### src/rtl/subt_seq_ctrl_if.sv
// Operand/result bundle for the multi-precision subtract sequencer.
// master drives the request side; slave is the sequencer itself.
interface subt_seq_ctrl_if #(
    parameter int unsigned WORD_W = 16,
    parameter int unsigned NWORDS = 4
);
    localparam int unsigned TOT_W = WORD_W * NWORDS;

    logic             startIn;
    logic [TOT_W-1:0] aIn;
    logic [TOT_W-1:0] bIn;
    logic             crIn;
    logic             readyOut;
    logic             busyOut;
    logic             doneOut;
    logic [TOT_W-1:0] diffOut;
    logic             brw;
    logic             zeroOut;

    modport master (
        output startIn, aIn, bIn, crIn,
        input  readyOut, busyOut, doneOut, diffOut, brw, zeroOut
    );

    modport slave (
        input  startIn, aIn, bIn, crIn,
        output readyOut, busyOut, doneOut, diffOut, brw, zeroOut
    );
endinterface

### src/rtl/subt_seq_ctrl.sv
// Multi-precision subtract sequencer: one WORD_W-bit full-subtractor slice
// reused over NWORDS words, LSW first, with a registered borrow chain.
module subt_seq_ctrl #(
    parameter int unsigned WORD_W = 16,
    parameter int unsigned NWORDS = 4
) (
    input logic           clk,
    input logic           rst,
    subt_seq_ctrl_if.slave bus
);
    localparam int unsigned TOT_W = WORD_W * NWORDS;
    localparam int unsigned KW    = (NWORDS > 1) ? $clog2(NWORDS) : 1;
    localparam logic [KW-1:0] K_LAST = KW'(NWORDS - 1);

    typedef enum logic [1:0] {IDLE, RUN, DONE} stateT;

    stateT            state, stateNext;
    logic [KW-1:0]    k, kNext;
    logic             borrow, borrowNext;
    logic [TOT_W-1:0] opA, opANext, opB, opBNext;
    logic [TOT_W-1:0] diffQ, diffNext;
    logic             brwQ, brwNext, zeroQ, zeroNext;
    logic             readyQ, readyNext, busyQ, busyNext, doneQ, doneNext;

    logic [WORD_W-1:0] sliceA, sliceB, sliceD;
    logic              sliceBo, ripple;

    // Shared full-subtractor slice on word k, bitwise ripple borrow
    always_comb begin
        sliceA = opA[int'(k) * WORD_W +: WORD_W];
        sliceB = opB[int'(k) * WORD_W +: WORD_W];
        sliceD = '0;
        ripple = borrow;
        for (int i = 0; i < int'(WORD_W); i++) begin
            sliceD[i] = sliceA[i] ^ sliceB[i] ^ ripple;
            ripple    = (~sliceA[i] & sliceB[i]) | (~sliceA[i] & ripple) | (sliceB[i] & ripple);
        end
        sliceBo = ripple;
    end

    // Next-state and registered-output logic
    always_comb begin
        stateNext  = state;
        kNext      = k;
        borrowNext = borrow;
        opANext    = opA;
        opBNext    = opB;
        diffNext   = diffQ;
        brwNext    = brwQ;
        zeroNext   = zeroQ;
        doneNext   = 1'b0;

        case (state)
            IDLE, DONE: begin
                if (bus.startIn) begin
                    opANext    = bus.aIn;
                    opBNext    = bus.bIn;
                    borrowNext = bus.crIn;
                    kNext      = '0;
                    stateNext  = RUN;
                end
            end
            RUN: begin
                diffNext[int'(k) * WORD_W +: WORD_W] = sliceD;
                borrowNext = sliceBo;
                if (k == K_LAST) begin
                    stateNext = DONE;
                    doneNext  = 1'b1;
                    brwNext   = sliceBo;
                    zeroNext  = (diffNext == '0);
                end else begin
                    kNext = k + KW'(1);
                end
            end
            default: stateNext = IDLE;
        endcase

        readyNext = (stateNext != RUN);
        busyNext  = (stateNext == RUN);
    end

    always_ff @(posedge clk) begin
        if (rst) begin
            state  <= IDLE;
            k      <= '0;
            borrow <= 1'b0;
            opA    <= '0;
            opB    <= '0;
            diffQ  <= '0;
            brwQ   <= 1'b0;
            zeroQ  <= 1'b0;
            readyQ <= 1'b1;
            busyQ  <= 1'b0;
            doneQ  <= 1'b0;
        end else begin
            state  <= stateNext;
            k      <= kNext;
            borrow <= borrowNext;
            opA    <= opANext;
            opB    <= opBNext;
            diffQ  <= diffNext;
            brwQ   <= brwNext;
            zeroQ  <= zeroNext;
            readyQ <= readyNext;
            busyQ  <= busyNext;
            doneQ  <= doneNext;
        end
    end

    assign bus.readyOut = readyQ;
    assign bus.busyOut  = busyQ;
    assign bus.doneOut  = doneQ;
    assign bus.diffOut  = diffQ;
    assign bus.brw      = brwQ;
    assign bus.zeroOut  = zeroQ;
endmodule

### src/flat_wrapper.sv
// flat-port wrapper written by rule: the top's interface ports become plain ports
module subt_seq_ctrl_flat 
#(
    parameter int unsigned WORD_W = 16,
    parameter int unsigned NWORDS = 4
)
  (clk, rst, bus_startIn, bus_aIn, bus_bIn, bus_crIn, bus_readyOut, bus_busyOut, bus_doneOut, bus_diffOut, bus_brw, bus_zeroOut);
  subt_seq_ctrl_if #(.WORD_W(WORD_W), .NWORDS(NWORDS)) bus_i ();
  input logic clk;
  input logic rst;
  input wire logic [$bits(bus_i.startIn)-1:0] bus_startIn;
  input wire logic [$bits(bus_i.aIn)-1:0] bus_aIn;
  input wire logic [$bits(bus_i.bIn)-1:0] bus_bIn;
  input wire logic [$bits(bus_i.crIn)-1:0] bus_crIn;
  output wire logic [$bits(bus_i.readyOut)-1:0] bus_readyOut;
  output wire logic [$bits(bus_i.busyOut)-1:0] bus_busyOut;
  output wire logic [$bits(bus_i.doneOut)-1:0] bus_doneOut;
  output wire logic [$bits(bus_i.diffOut)-1:0] bus_diffOut;
  output wire logic [$bits(bus_i.brw)-1:0] bus_brw;
  output wire logic [$bits(bus_i.zeroOut)-1:0] bus_zeroOut;
  assign bus_i.startIn = bus_startIn;
  assign bus_i.aIn = bus_aIn;
  assign bus_i.bIn = bus_bIn;
  assign bus_i.crIn = bus_crIn;
  assign bus_readyOut = bus_i.readyOut;
  assign bus_busyOut = bus_i.busyOut;
  assign bus_doneOut = bus_i.doneOut;
  assign bus_diffOut = bus_i.diffOut;
  assign bus_brw = bus_i.brw;
  assign bus_zeroOut = bus_i.zeroOut;
  subt_seq_ctrl #(.WORD_W(WORD_W), .NWORDS(NWORDS)) u_core (.clk(clk), .rst(rst), .bus(bus_i));
endmodule
### config.mk
export PLATFORM = sky130hd
export DESIGN_NAME = subt_seq_ctrl_flat
export DESIGN_NICKNAME = d
export VERILOG_FILES = /design/src/rtl/subt_seq_ctrl_if.sv /design/src/rtl/subt_seq_ctrl.sv /design/src/flat_wrapper.sv
export SDC_FILE = /design/constraint.sdc
export NUM_CORES = 1
export LEC_CHECK = 0
export CAP_MARGIN = 25
export CORE_UTILIZATION = 25
export CTS_CLUSTER_DIAMETER = 40
export DETAILED_ROUTE_END_ITERATION = 10
export PLACE_DENSITY_LB_ADDON = 0.2
export SYNTH_ARGS = -nofsm -noshare
export SYNTH_HDL_FRONTEND = slang
export SYNTH_SLANG_ARGS = --single-unit
### constraint.sdc
create_clock -name clk -period 8.8 [get_ports clk]
set_clock_uncertainty 0.05 [all_clocks]
set_input_delay 1.76 -clock clk [delete_from_list [all_inputs] [get_ports clk]]
set_output_delay 1.76 -clock clk [all_outputs]
set_load 0.02 [all_outputs]
## Word level (Yosys, flattened, before mapping)

Index checks and enable logic that the tools add are counted.

- Mux-type cells: 10
- Reduce and logical (&&, ||, !) cells: 9
- Add/subtract/negate cells: 2
- Shift operators: 4
- Bitwise logic cells: 129
- Equal/unequal tests: 7

Operators with widths:

| kind | number |
|---|---|
| 64-bit by 7-bit variable part select with 16-bit output | 2 |
| 64-bit bitwise mux | 1 |
| 64-bit logical NOT | 1 |
| 16-bit by 34-bit variable shift with 64-bit output (first input constant) | 1 |
| 16-bit by 34-bit variable part select with 64-bit output | 1 |
| 1-bit AND | 48 |
| 6-bit negation with 34-bit output | 1 |
| 1-bit bitwise OR | 32 |
| 1-bit XOR | 32 |
| 1-bit NOT | 17 |
| 2-bit 2-to-1 mux | 4 |
| 2-bit one-hot mux with 2 select lines | 2 |
| 2-bit AND reduction | 3 |
| 2-bit by 1-bit == test with 1-bit output (second input constant) | 2 |
| 2-bit == test (second input constant) | 2 |
| 2-bit != test (second input constant) | 2 |
| 2-bit OR reduction | 2 |
| 3-bit AND reduction | 1 |
| 2-bit by 1-bit adder with 2-bit output (second input constant) | 1 |
| 2-bit logical NOT | 1 |
| 1-bit 2-to-1 mux | 2 |
| 2-bit by 1-bit != test with 1-bit output (second input constant) | 1 |
| 1-bit one-hot mux with 2 select lines | 1 |
| 2-bit nonzero test | 1 |

- Logic and storage cells: 172
- Output and inout port bits: 69
- Bits in registers: 202
- Input bits: 132

## Logic depth before layout (Yosys ltp)

- Depth after elaboration: 51
- Gate-level depth with buffers: 27
- Depth with buffers taken out: 25

## Least setup slack after synthesis

Ideal clock, no wire load.

- Path kind: reg-to-reg
- Start point: reg u_core.k[0]
- End point: reg u_core.zeroQ (netlist: u_core.bus.zeroOut)
- Setup slack: 0.402 ns
- Clock period less this slack: 8.398 ns
- Cell stages (with the launch flop): 26
- Required time: 8.635 ns
- Library setup time: 0.115 ns
- Arrival: 8.233 ns
- Cells stage by stage: dfxtp_1 buf_2 buf_2 buf_2 mux4_2 fa_1 fa_1 fa_1 fa_1 fa_1 fa_1 fa_1 fa_1 fa_1 fa_1 fa_1 fa_1 fa_1 fa_1 inv_1 fa_1 nor3b_1 a31o_2 a32oi_1 nor4_1 a31o_1

- Longest elaborated chain between the ends: 51
- Elaborated cells between the ends (all ways): 131

Ends and longest elaborated chain:

| item | line | RTL |
|---|---|---|
| start: declaration | subt_seq_ctrl.sv:18 | `logic [KW-1:0] k, kNext;` |
| start signal: assignment | subt_seq_ctrl.sv:97 | `k <= kNext;` |
| 64-bit by 7-bit variable part select with 16-bit output | subt_seq_ctrl.sv:30 | `sliceA = opA[int'(k) * WORD_W +: WORD_W];` |
| 1-bit NOT | subt_seq_ctrl.sv:36 | `ripple = (~sliceA[i] & sliceB[i]) \| (~sliceA[i] & ripple) \| (sliceB[i] & ripple);` |
| 1-bit AND | subt_seq_ctrl.sv:36 |  |
| 1-bit bitwise OR (2 in series) | subt_seq_ctrl.sv:36 |  |
| 1-bit AND | subt_seq_ctrl.sv:36 |  |
| 1-bit bitwise OR (2 in series) | subt_seq_ctrl.sv:36 |  |
| 1-bit AND | subt_seq_ctrl.sv:36 |  |
| 1-bit bitwise OR (2 in series) | subt_seq_ctrl.sv:36 |  |
| [30 not listed] | -- |  |
| 1-bit AND | subt_seq_ctrl.sv:36 |  |
| 1-bit bitwise OR (2 in series) | subt_seq_ctrl.sv:36 |  |
| 1-bit AND | subt_seq_ctrl.sv:36 |  |
| 1-bit bitwise OR (2 in series) | subt_seq_ctrl.sv:36 |  |
| 1-bit XOR | subt_seq_ctrl.sv:35 | `sliceD[i] = sliceA[i] ^ sliceB[i] ^ ripple;` |
| 16-bit by 34-bit variable part select with 64-bit output | subt_seq_ctrl.sv:64 | `diffNext[int'(k) * WORD_W +: WORD_W] = sliceD;` |
| 64-bit bitwise mux | subt_seq_ctrl.sv:64 |  |
| 64-bit logical NOT | subt_seq_ctrl.sv:70 | `zeroNext = (diffNext == '0);` |
| end signal: assignment | subt_seq_ctrl.sv:103 | `zeroQ <= zeroNext;` |
| end: declaration | subt_seq_ctrl.sv:22 | `logic brwQ, brwNext, zeroQ, zeroNext;` |

Parallel ways exist; a longest one is shown, timed or not.
A chain may end at the register's enable or synchronous reset.

## Worst setup path after layout

- Start point: reg u_core.k[1]
- End point: reg u_core.zeroQ (netlist: u_core.bus.zeroOut)

The elaborated chain is that of the path after synthesis.

==> impl_metrics.env <==
export IMPL_outcome="completed"
export IMPL_design_area_um2=12460
export IMPL_hold_start="u_core.opB[53]"
export IMPL_multiInputGateArea_um2=4410
export IMPL_routedWlPerCell_um=18.36
export IMPL_syn_avg_cell_area_um2=8.463
export IMPL_relSlewSlack_pct=38.67
export IMPL_clock_latency_ps=520
export IMPL_synth_top_area_share_pct=45.64
export IMPL_r2r_start="u_core.k[1]"
export IMPL_cp_required_ps=9150
export IMPL_grt_max_degree=104
export IMPL_wl_um=31210
export IMPL_cts_clk_slew_worst_paths_ps=50
export IMPL_die_area_um2=36200
export IMPL_setup_ws_ps=497.9
export IMPL_core_area_um2=34710
export IMPL_first_iter_violations=600
export IMPL_fp_dieW_um=190.3
export IMPL_grt_overflow_total=0
export IMPL_cts_sinks=202
export IMPL_cts_path_max_buffers=3
export IMPL_vdd_drop_max_uv=98.42
export IMPL_place_area_um2=11210
export IMPL_ys_seq_area_share_pct=45.64
export IMPL_power_density_nw_per_um2=229.0
export IMPL_crit_start="u_core.k[1]"
export IMPL_finalHoldViolCount=0
export IMPL_criticalPathCategory="flip-flop to flip-flop"
export IMPL_ioPinCount=201
export IMPL_root_buffer="clkbuf_16"
export IMPL_cts_buffers=36
export IMPL_dr_pass1_iters=5
export IMPL_ys_ff_latch=202
export IMPL_setup_viol=0
export IMPL_vias_per_cell=4.751
export IMPL_final_cells=1700
export IMPL_hold_buffers=0
export IMPL_min_period_over_period_pct=94.34
export IMPL_grt_total_usage_pct=17.20
export IMPL_hold_class="flip-flop to flip-flop"
export IMPL_max_freq_mhz=120.5
export IMPL_end_kind="flip-flop"
export IMPL_p_total_mw=2.852
export IMPL_drc=0
export IMPL_area_growth_pct=40.58
export IMPL_cts_tree="yes"
export IMPL_layout_drive_gt1_share_pct=9.317
export IMPL_period_needed_ps=8302
export IMPL_tightest_slew_ps=917.9
export IMPL_postCtsSetupBuffers=0
export IMPL_fp_dieH_um=190.3
export IMPL_n_antenna_cell=0
export IMPL_p_leak_nw=4.404
export IMPL_start_util_pct=25.53
export IMPL_ys_types=51
export IMPL_seq_area_um2=4046
export IMPL_h_tree_depth=2
export IMPL_hpwl_um=22540
export IMPL_gp_congestion=0.8765
export IMPL_antenna_found_initial=0
export IMPL_antenna_left=0
export IMPL_start_kind="flip-flop"
export IMPL_yosysTopAreaCell="dfxtp_1"
export IMPL_io_buffers=200
export IMPL_arrival_ps=8660
export IMPL_grt_pass1_vias=8057
export IMPL_drv_cap=0
export IMPL_syn_inst=1047
export IMPL_cp_max_fo=27
export IMPL_synth_nets=1201
export IMPL_placed_cells=1634
export IMPL_tns_ps=0
export IMPL_num_rows=68
export IMPL_vias=8076
export IMPL_rsz0062_at_grt="no"
export IMPL_pre_cts_ws_ps=482.0
export IMPL_grt_pass1_wl_um=47640
export IMPL_nNetsFinal=1373
export IMPL_ys_top_cells_by_area="dfxtp_1 (46%), nand2_1 (13%), a21oi_1 (9.4%)"
export IMPL_fillers=3608
export IMPL_maxSlewViolCount=0
export IMPL_synth_area_um2=8861
export IMPL_ys_warn_count=0
export IMPL_post_cts_resized=0
## per-stage QoR
step | utilization (%) | hold WS, ps
after floorplan | - | 383.1
after global placement | 32.30 | 388.9
after detailed placement | 32.30 | 396.4
after CTS | 35.73 | 403.6
after global routing | 35.89 | 415.9
final | 35.89 | 400.4
## flip-flops by register name, summed over array words and instances (netlist names)
signal / flops
u_core.borrow: 1
u_core.bus.brw: 1
u_core.bus.busyOut: 1
u_core.bus.diffOut: 64
u_core.bus.doneOut: 1
u_core.bus.readyOut: 1
u_core.bus.zeroOut: 1
u_core.k: 2
u_core.opA: 64
u_core.opB: 64
u_core.state: 2
## cells in the final DEF, fill, tap and decap left out, drive strengths merged, types with 5 or more instances in the layout
cell | Yosys | layout
inv | 29 | 37
clkinvlp | 0 | 5
nor4 | 10 | 10
clkdlybuf4s50 | 0 | 199
nor2b | 21 | 21
clkinv | 0 | 6
dfxtp | 202 | 202
nand3 | 32 | 32
fa | 16 | 16
a31oi | 8 | 8
or4 | 6 | 6
ha | 6 | 6
buf | 16 | 13
mux4 | 32 | 32
a22oi | 21 | 21
a211oi | 6 | 6
nor2 | 48 | 48
o21ai | 6 | 6
nor3 | 12 | 12
nand2 | 302 | 302
clkbuf | 62 | 44
a21oi | 166 | 166
## kinds of logic (layout without fill, tap and decap cells)
logic type | count (synthesis) | after routing | synth area share [%]
buf+inv | 107 | 305 | 4.758
mux | 33 | 33 | 8.246
flops | 202 | 202 | 45.64
simple gates | 454 | 454 | 22.23
fa+ha+maj | 22 | 22 | 4.462
compound gates | 229 | 229 | 14.67
## worst max-delay path: stages, from the launching register on
cell and delay, ps:
dfxtp_2 370, buf_4 440, mux4_2 300, inv_1 60, fa_1 420, fa_1 390
fa_1 380, fa_1 390, fa_1 380, fa_1 390, fa_1 380, fa_1 390
fa_1 390, fa_1 390, fa_1 420, fa_1 410, fa_1 410, fa_1 380
inv_1 80, fa_1 480, nor3b_1 180, a31o_2 260, a32oi_1 150, nor4_1 90
a31o_1 210
## cell type report
| type | count | share of cell area (%) |
|---|---|---|
| Clock buffer | 44 | 8.045 |
| Clock inverter | 20 | 1.497 |
| Inverter | 29 | 0.8738 |
| Multi-Input combinational cell | 738 | 35.41 |
| Sequential cell | 202 | 32.48 |
| Tap cell | 455 | 4.570 |
| Timing Repair Buffer | 212 | 17.13 |
## Yosys cell counts, drive strengths merged
| cell type | count |
|---|---|
| nand2 | 302 |
| dfxtp | 202 |
| a21oi | 166 |
| clkbuf | 62 |
| nor2 | 48 |
| mux4 | 32 |
| nand3 | 32 |
| inv | 29 |
| a22oi | 21 |
| nor2b | 21 |
| buf | 16 |
| fa | 16 |
| nor3 | 12 |
| nor4 | 10 |
| a31oi | 8 |
| a211oi | 6 |
| ha | 6 |
| o21ai | 6 |
| or4 | 6 |
| a32oi | 4 |
| and2 | 4 |
| nand2b | 4 |
| o2111ai | 4 |
| a31o | 3 |
| nor3b | 3 |
| and2b | 2 |
| nand4 | 2 |
| nor4bb | 2 |
| o221ai | 2 |
| o22ai | 2 |
| or4bb | 2 |
| a21o | 1 |
| a221o | 1 |
| a221oi | 1 |
| a41oi | 1 |
| and3b | 1 |
| and4bb | 1 |
| mux2i | 1 |
| nand3b | 1 |
| o211ai | 1 |
| o311ai | 1 |
| o41ai | 1 |
| or3b | 1 |
## worst paths after layout
check | slack (ps) | cells past startpoint | to
min reg2reg | 400 | 2 | u_core.opB[53]
max reg2reg | 500 | 24 | u_core.bus.zeroOut
min | 400 | 2 | u_core.opB[53]
max | 500 | 24 | u_core.bus.zeroOut
## per-layer routing
metal  track usage [%]  routed length (µm)  vias up
met2             27.60               14660      289
li1                  -                   -     3932
met3             3.736                1931       54
met4             5.292                 703        0
met1             22.99               13910     3801
met5                 0                   0        -
## where the power goes
| group | switching, mW | total (mW) | internal, mW |
|---|---|---|---|
| sequential | 0.0312 | 0.996 | 0.965 |
| combinational | 0.294 | 0.500 | 0.206 |
| clock | 0.504 | 1.36 | 0.852 |
| total | 0.829 | 2.85 | 2.02 |
Power figures use the tool's default switching activity.
==> patch 1 (same flow settings) <==
Encoding of `stateT`: now one-hot (3 bits for 3 states).
--- a/src/rtl/subt_seq_ctrl.sv
+++ b/src/rtl/subt_seq_ctrl.sv
@@ -12,7 +12,7 @@
     localparam int unsigned KW    = (NWORDS > 1) ? $clog2(NWORDS) : 1;
     localparam logic [KW-1:0] K_LAST = KW'(NWORDS - 1);
 
-    typedef enum logic [1:0] {IDLE, RUN, DONE} stateT;
+    typedef enum logic [2:0] {IDLE = 3'b001, RUN = 3'b010, DONE = 3'b100} stateT;
 
     stateT            state, stateNext;
     logic [KW-1:0]    k, kNext;
Function: same outputs for any inputs over 4 cycles, from zero or initial values and one cycle with rst high; so few cycles prove little.
==> patch 1 against the original RTL <==
- final area hardly changed
- wire length is 2.2% lower
- sequential cell count is 1 higher
- worst setup slack better by 0.13 ns
- total power is 0.43% lower
- utilization is 0.073 points lower
- synthesized area is 0.75% higher
- critical endpoint unchanged
- largest cell class unchanged
==> patch 1: results (changes against the original RTL) <==
[finish]
clock_cell_area_share = 0.105  ; +0.00990
top_area_cell_class = multi-input gates
multi_input_comb_cells = 746  ; +1.1%
finalNonFillerCells = 1707  ; +0.41%
inv_count = 27  ; -6.9%
seq_area_frac = 0.326  ; +0.00147
buffers_excl_clock = 209  ; -1.4%
nClkBuffers = 51  ; +16%
fin_util = 0.358  ; -0.000733
n_fill_cell = 3585  ; -0.64%
finish.instance_area_mm2 = 0.0125  ; about the same
fin_nets = 1379  ; +0.44%
layout.nonclk_buf_frac = 0.166  ; -0.00509
drive_gt1_frac = 0.0911  ; -0.00212
multiInputGateArea_mm2 = 0.00434  ; -1.6%

[yosys]
netlist_top_cells_area = dfxtp_1, nand2_1, a21oi_1
syn_nets = 1209  ; +0.67%
yosys_warnings = 0  ; unchanged
ys_types = 44  ; -14%
synth-seq-area-share = 0.455  ; -0.00115
avgSynthCellArea_um2 = 8.46  ; about the same
synth_common_cells = nand2_1, dfxtp_1, a21oi_1

[detailed_routing]
wl_mm = 30.5  ; -2.2%
drt-initial-drc-count = 512  ; -15%
viasPerCell = 4.71  ; -0.82%
met1_length_mm = 14.0  ; +0.35%
met3_length_mm = 1.75  ; -9.4%
wl_met2_mm = 14.4  ; -1.8%

[sta]
relSlewSlack = 0.280  ; -0.107

[critical_path]
rr_worst_depth = 25  ; +4.2%
max_stage_delay_ns = 0.56  ; +0.08 ns
crit_fanout = 14  ; -48%
slowest_stage = dfxtp_2

[outcome]
outcome = finished, final reports clean

[global_routing]
grt_usage = 0.168  ; -0.00381
grt_pass1_vias = 8219  ; +2.0%
grt_max_degree = 128  ; +23%
met1_usage = 0.227  ; -0.00251
grt_pass1_wl_mm = 47.5  ; -0.39%
grtUsageMet3 = 0.0329  ; -0.00450
met2_usage = 0.273  ; -0.00256

[pwr]
seq_power_uw = 989  ; -0.7%
comb_power_share = 0.130  ; -0.045
vdd_drop_max_mv = 0.102  ; +3.3%
switchingPower_uw = 727  ; -12%
leakagePower_uw = 0.00437  ; -0.75%
p_comb_uw = 370  ; -26%

[cts]
clockBufferDepth = 3  ; unchanged
clk_pin_slew_worst_paths_ns = 0.05  ; about the same
post_cts_buffers = 0  ; unchanged
cts_buffers = 38  ; +5.6%
cts.sinks = 203  ; +0.50%
clock_latency_ns = 0.50  ; -0.02 ns

[placed_design]
place_congestion = 0.879  ; +0.33%
place_hpwl_mm = 22.0  ; -2.5%
place_ws_ns = 0.674  ; +0.192 ns
dpl.cell_count = 1640  ; +0.37%
dpl_cell_area_mm2 = 0.0111  ; -0.57%

[worst_hold_path]
min_path_type = flip-flop to flip-flop
min_path_cells = 2  ; unchanged

[patch 1: kinds of logic after synthesis]
kind of cell               count (synthesis)  share of synthesized area
and+or+nand+nor                          465                      0.224
AOI/OAI and AO/OA                        226                      0.136
DFF                                      203                      0.455
buffers and inverters                    106                     0.0589
muxes                                     32                     0.0807
adders and majority gates                 22                     0.0443
xor gates and xnor gates                   1                   0.000981
[patch 1: final timing paths]
check                                                 start                         endpoint  slack, ns
worst max-delay path               u_core.k[0]$_SDFFE_PP0P_  u_core.bus.zeroOut$_SDFFE_PP0P_       0.63
worst min-delay path            u_core.opA[19]$_SDFFE_PP0P_      u_core.opA[19]$_SDFFE_PP0P_       0.40
worst max register to register     u_core.k[0]$_SDFFE_PP0P_  u_core.bus.zeroOut$_SDFFE_PP0P_       0.63
worst min register to register  u_core.opA[19]$_SDFFE_PP0P_      u_core.opA[19]$_SDFFE_PP0P_       0.40
==> patch 2 (same flow settings) <==
Without the edit above. `NWORDS` is set to 4 in 3 places; all go to 8.
--- a/src/rtl/subt_seq_ctrl_if.sv
+++ b/src/rtl/subt_seq_ctrl_if.sv
@@ -2,7 +2,7 @@
 // master drives the request side; slave is the sequencer itself.
 interface subt_seq_ctrl_if #(
     parameter int unsigned WORD_W = 16,
-    parameter int unsigned NWORDS = 4
+    parameter int unsigned NWORDS = 8
 );
     localparam int unsigned TOT_W = WORD_W * NWORDS;
 
--- a/src/rtl/subt_seq_ctrl.sv
+++ b/src/rtl/subt_seq_ctrl.sv
@@ -2,7 +2,7 @@
 // reused over NWORDS words, LSW first, with a registered borrow chain.
 module subt_seq_ctrl #(
     parameter int unsigned WORD_W = 16,
-    parameter int unsigned NWORDS = 4
+    parameter int unsigned NWORDS = 8
 ) (
     input logic           clk,
     input logic           rst,
--- a/src/flat_wrapper.sv
+++ b/src/flat_wrapper.sv
@@ -2,7 +2,7 @@
 module subt_seq_ctrl_flat 
 #(
     parameter int unsigned WORD_W = 16,
-    parameter int unsigned NWORDS = 4
+    parameter int unsigned NWORDS = 8
 )
   (clk, rst, bus_startIn, bus_aIn, bus_bIn, bus_crIn, bus_readyOut, bus_busyOut, bus_doneOut, bus_diffOut, bus_brw, bus_zeroOut);
   subt_seq_ctrl_if #(.WORD_W(WORD_W), .NWORDS(NWORDS)) bus_i ();
Interface: changed (resized bus_aIn, bus_bIn and bus_diffOut); port bits go from 201 to 393. The function was not compared with the original's and may differ.
==> patch 2 against the original RTL <==
- largest power group unchanged
- sequential cell count grew 193
- final area increased by 97%
- wire length up 120%
- cell count up 97%
- critical path depth rose by 1
- synthesized area increased by 92%
- total power increased by 110%
- critical path type unchanged
- combinational power grew 91%
- worst setup slack got worse by 0.20 ns
- critical endpoint unchanged
==> patch 2: results (changes against the original RTL) <==
[cts]
cts_buffers = 76  ; +110%
clk_pin_slew_worst_paths_ns = 0.05  ; about the same
root_buffer = clkbuf_16
cts_resized = 2  ; +2
cts.sinks = 395  ; +96%
clockBufferDepth = 3  ; unchanged
cts_max_level = 3  ; +1
clock_latency_ns = 0.61  ; +0.09 ns
post_cts_buffers = 0  ; unchanged

[placed_design]
place_hpwl_mm = 49.0  ; +120%
dpl_cell_area_mm2 = 0.0216  ; +93%
port_buffers = 392  ; +96%
place_congestion = 0.888  ; +1.3%

[yosys]
syn_nets = 2359  ; +96%
ys_types = 60  ; +18%
synth_flop_cell = dfxtp_1
synth_common_cells = nand2_1, a21oi_1, dfxtp_1
synth-seq-area-share = 0.465  ; +0.00854
netlist_top_cells_area = dfxtp_1, nand2_1, a21oi_1
async_flop_share = 0  ; unchanged
yosys_warnings = 0  ; unchanged

[critical_path]
arrival_ns = 8.98  ; +0.32 ns
startpoint = u_core.k[0]$_SDFFE_PP0P_
slowest_stage = mux4_2
reg2reg_slack_ns = 0.30  ; -0.20 ns
crit_fanout = 5  ; -81%
crit_family = adder cells
timing.rr.end = u_core.bus.zeroOut$_SDFFE_PP0P_
max_stage_delay_ns = 0.54  ; +0.06 ns
crit_path_end_kind = flip-flop
rr_worst_depth = 25  ; +4.2%

[sta]
finalSetupTns_ns = 0  ; unchanged
setup_viol_count_final = 0  ; unchanged
worst_slew_pin_slew_ns = 1.44  ; +0.522 ns

[global_routing]
antenna_found_initial = 7  ; +7
grt_pass1_wl_mm = 101  ; +110%
grt_usage = 0.192  ; +0.0204
grt_pass1_vias = 16244  ; +100%
overflow = 0  ; unchanged
grt_max_degree = 258  ; +150%

[finish]
fin_nets = 2686  ; +96%
drive_gt1_frac = 0.109  ; +0.0163

[worst_hold_path]
min_path_cells = 2  ; unchanged
whs_endpoint = u_core.opB[56]$_SDFFE_PP0P_
min_from = u_core.opB[56]$_SDFFE_PP0P_
min_path_type = flip-flop to flip-flop

[pwr]
leakagePower_uw = 0.00877  ; +99%
clkPwrFrac = 0.517  ; +0.042
p_int_uw = 4300  ; +110%
p_comb_uw = 956  ; +91%
vdd_drop_max_mv = 0.143  ; +45%

[outcome]
outcome = finished, final reports clean

[detailed_routing]
wl_mm = 68.0  ; +120%
drt-initial-drc-count = 1254  ; +110%
viasPerCell = 4.89  ; +2.9%
first_pass_iters = 5  ; unchanged

[patch 2: changes by cell type after synthesis, sizes merged, moves of 18 or more]
cell    delta
inv       -20
mux4      +32
a21oi    +229
nand2    +392
nor2b     -18
a22oi     -20
dfxtp    +193
mux2i     +22
nand3     +55
clkbuf   +100
[patch 2: final cells by class]
class                   instances  area, um^2
clock inverters                45         638
well taps                     873        1090
repair buffers                428        4250
diodes                          4        10.0
flip-flops and latches        395        7920
clock buffers                  93        2100
inverters                       9        33.8
multi-input cells            1496        8450
fillers                      6907       42800
[patch 2: through the flow]
step	power (uW)	worst slack, ns	cells	utilization	hold WS (ns)
floorplan	2440	0.0200	2079	-	0.383
global route	6170	0.0564	3343	0.364	0.416
detailed placement	2900	-0.0493	3196	0.322	0.395
global placement	2890	0.108	3195	0.321	0.390
finish	5960	0.299	3343	0.364	0.401
CTS	6000	0.00162	3334	0.362	0.402
[patch 2: logic make-up (layout without fill, tap and decap cells)]
| logic type | Yosys count | in the layout | synth area share |
|---|---|---|---|
| buffers and inverters | 188 | 575 | 0.0423 |
| other | 0 | 4 | 0 |
| flip-flops | 395 | 395 | 0.465 |
| AND/OR/NAND/NOR | 959 | 959 | 0.240 |
| adder cells (fa/ha/maj) | 20 | 20 | 0.0218 |
| AO/OA/AOI/OAI | 429 | 429 | 0.132 |
| multiplexers | 88 | 88 | 0.0989 |
[patch 2: routing by layer]
| layer | track usage | routed length, um |
|---|---|---|
| met5 | 0 | 34 |
| met3 | 0.0440 | 4260 |
| met1 | 0.240 | 28800 |
| met4 | 0.0646 | 1540 |
| met2 | 0.325 | 33400 |
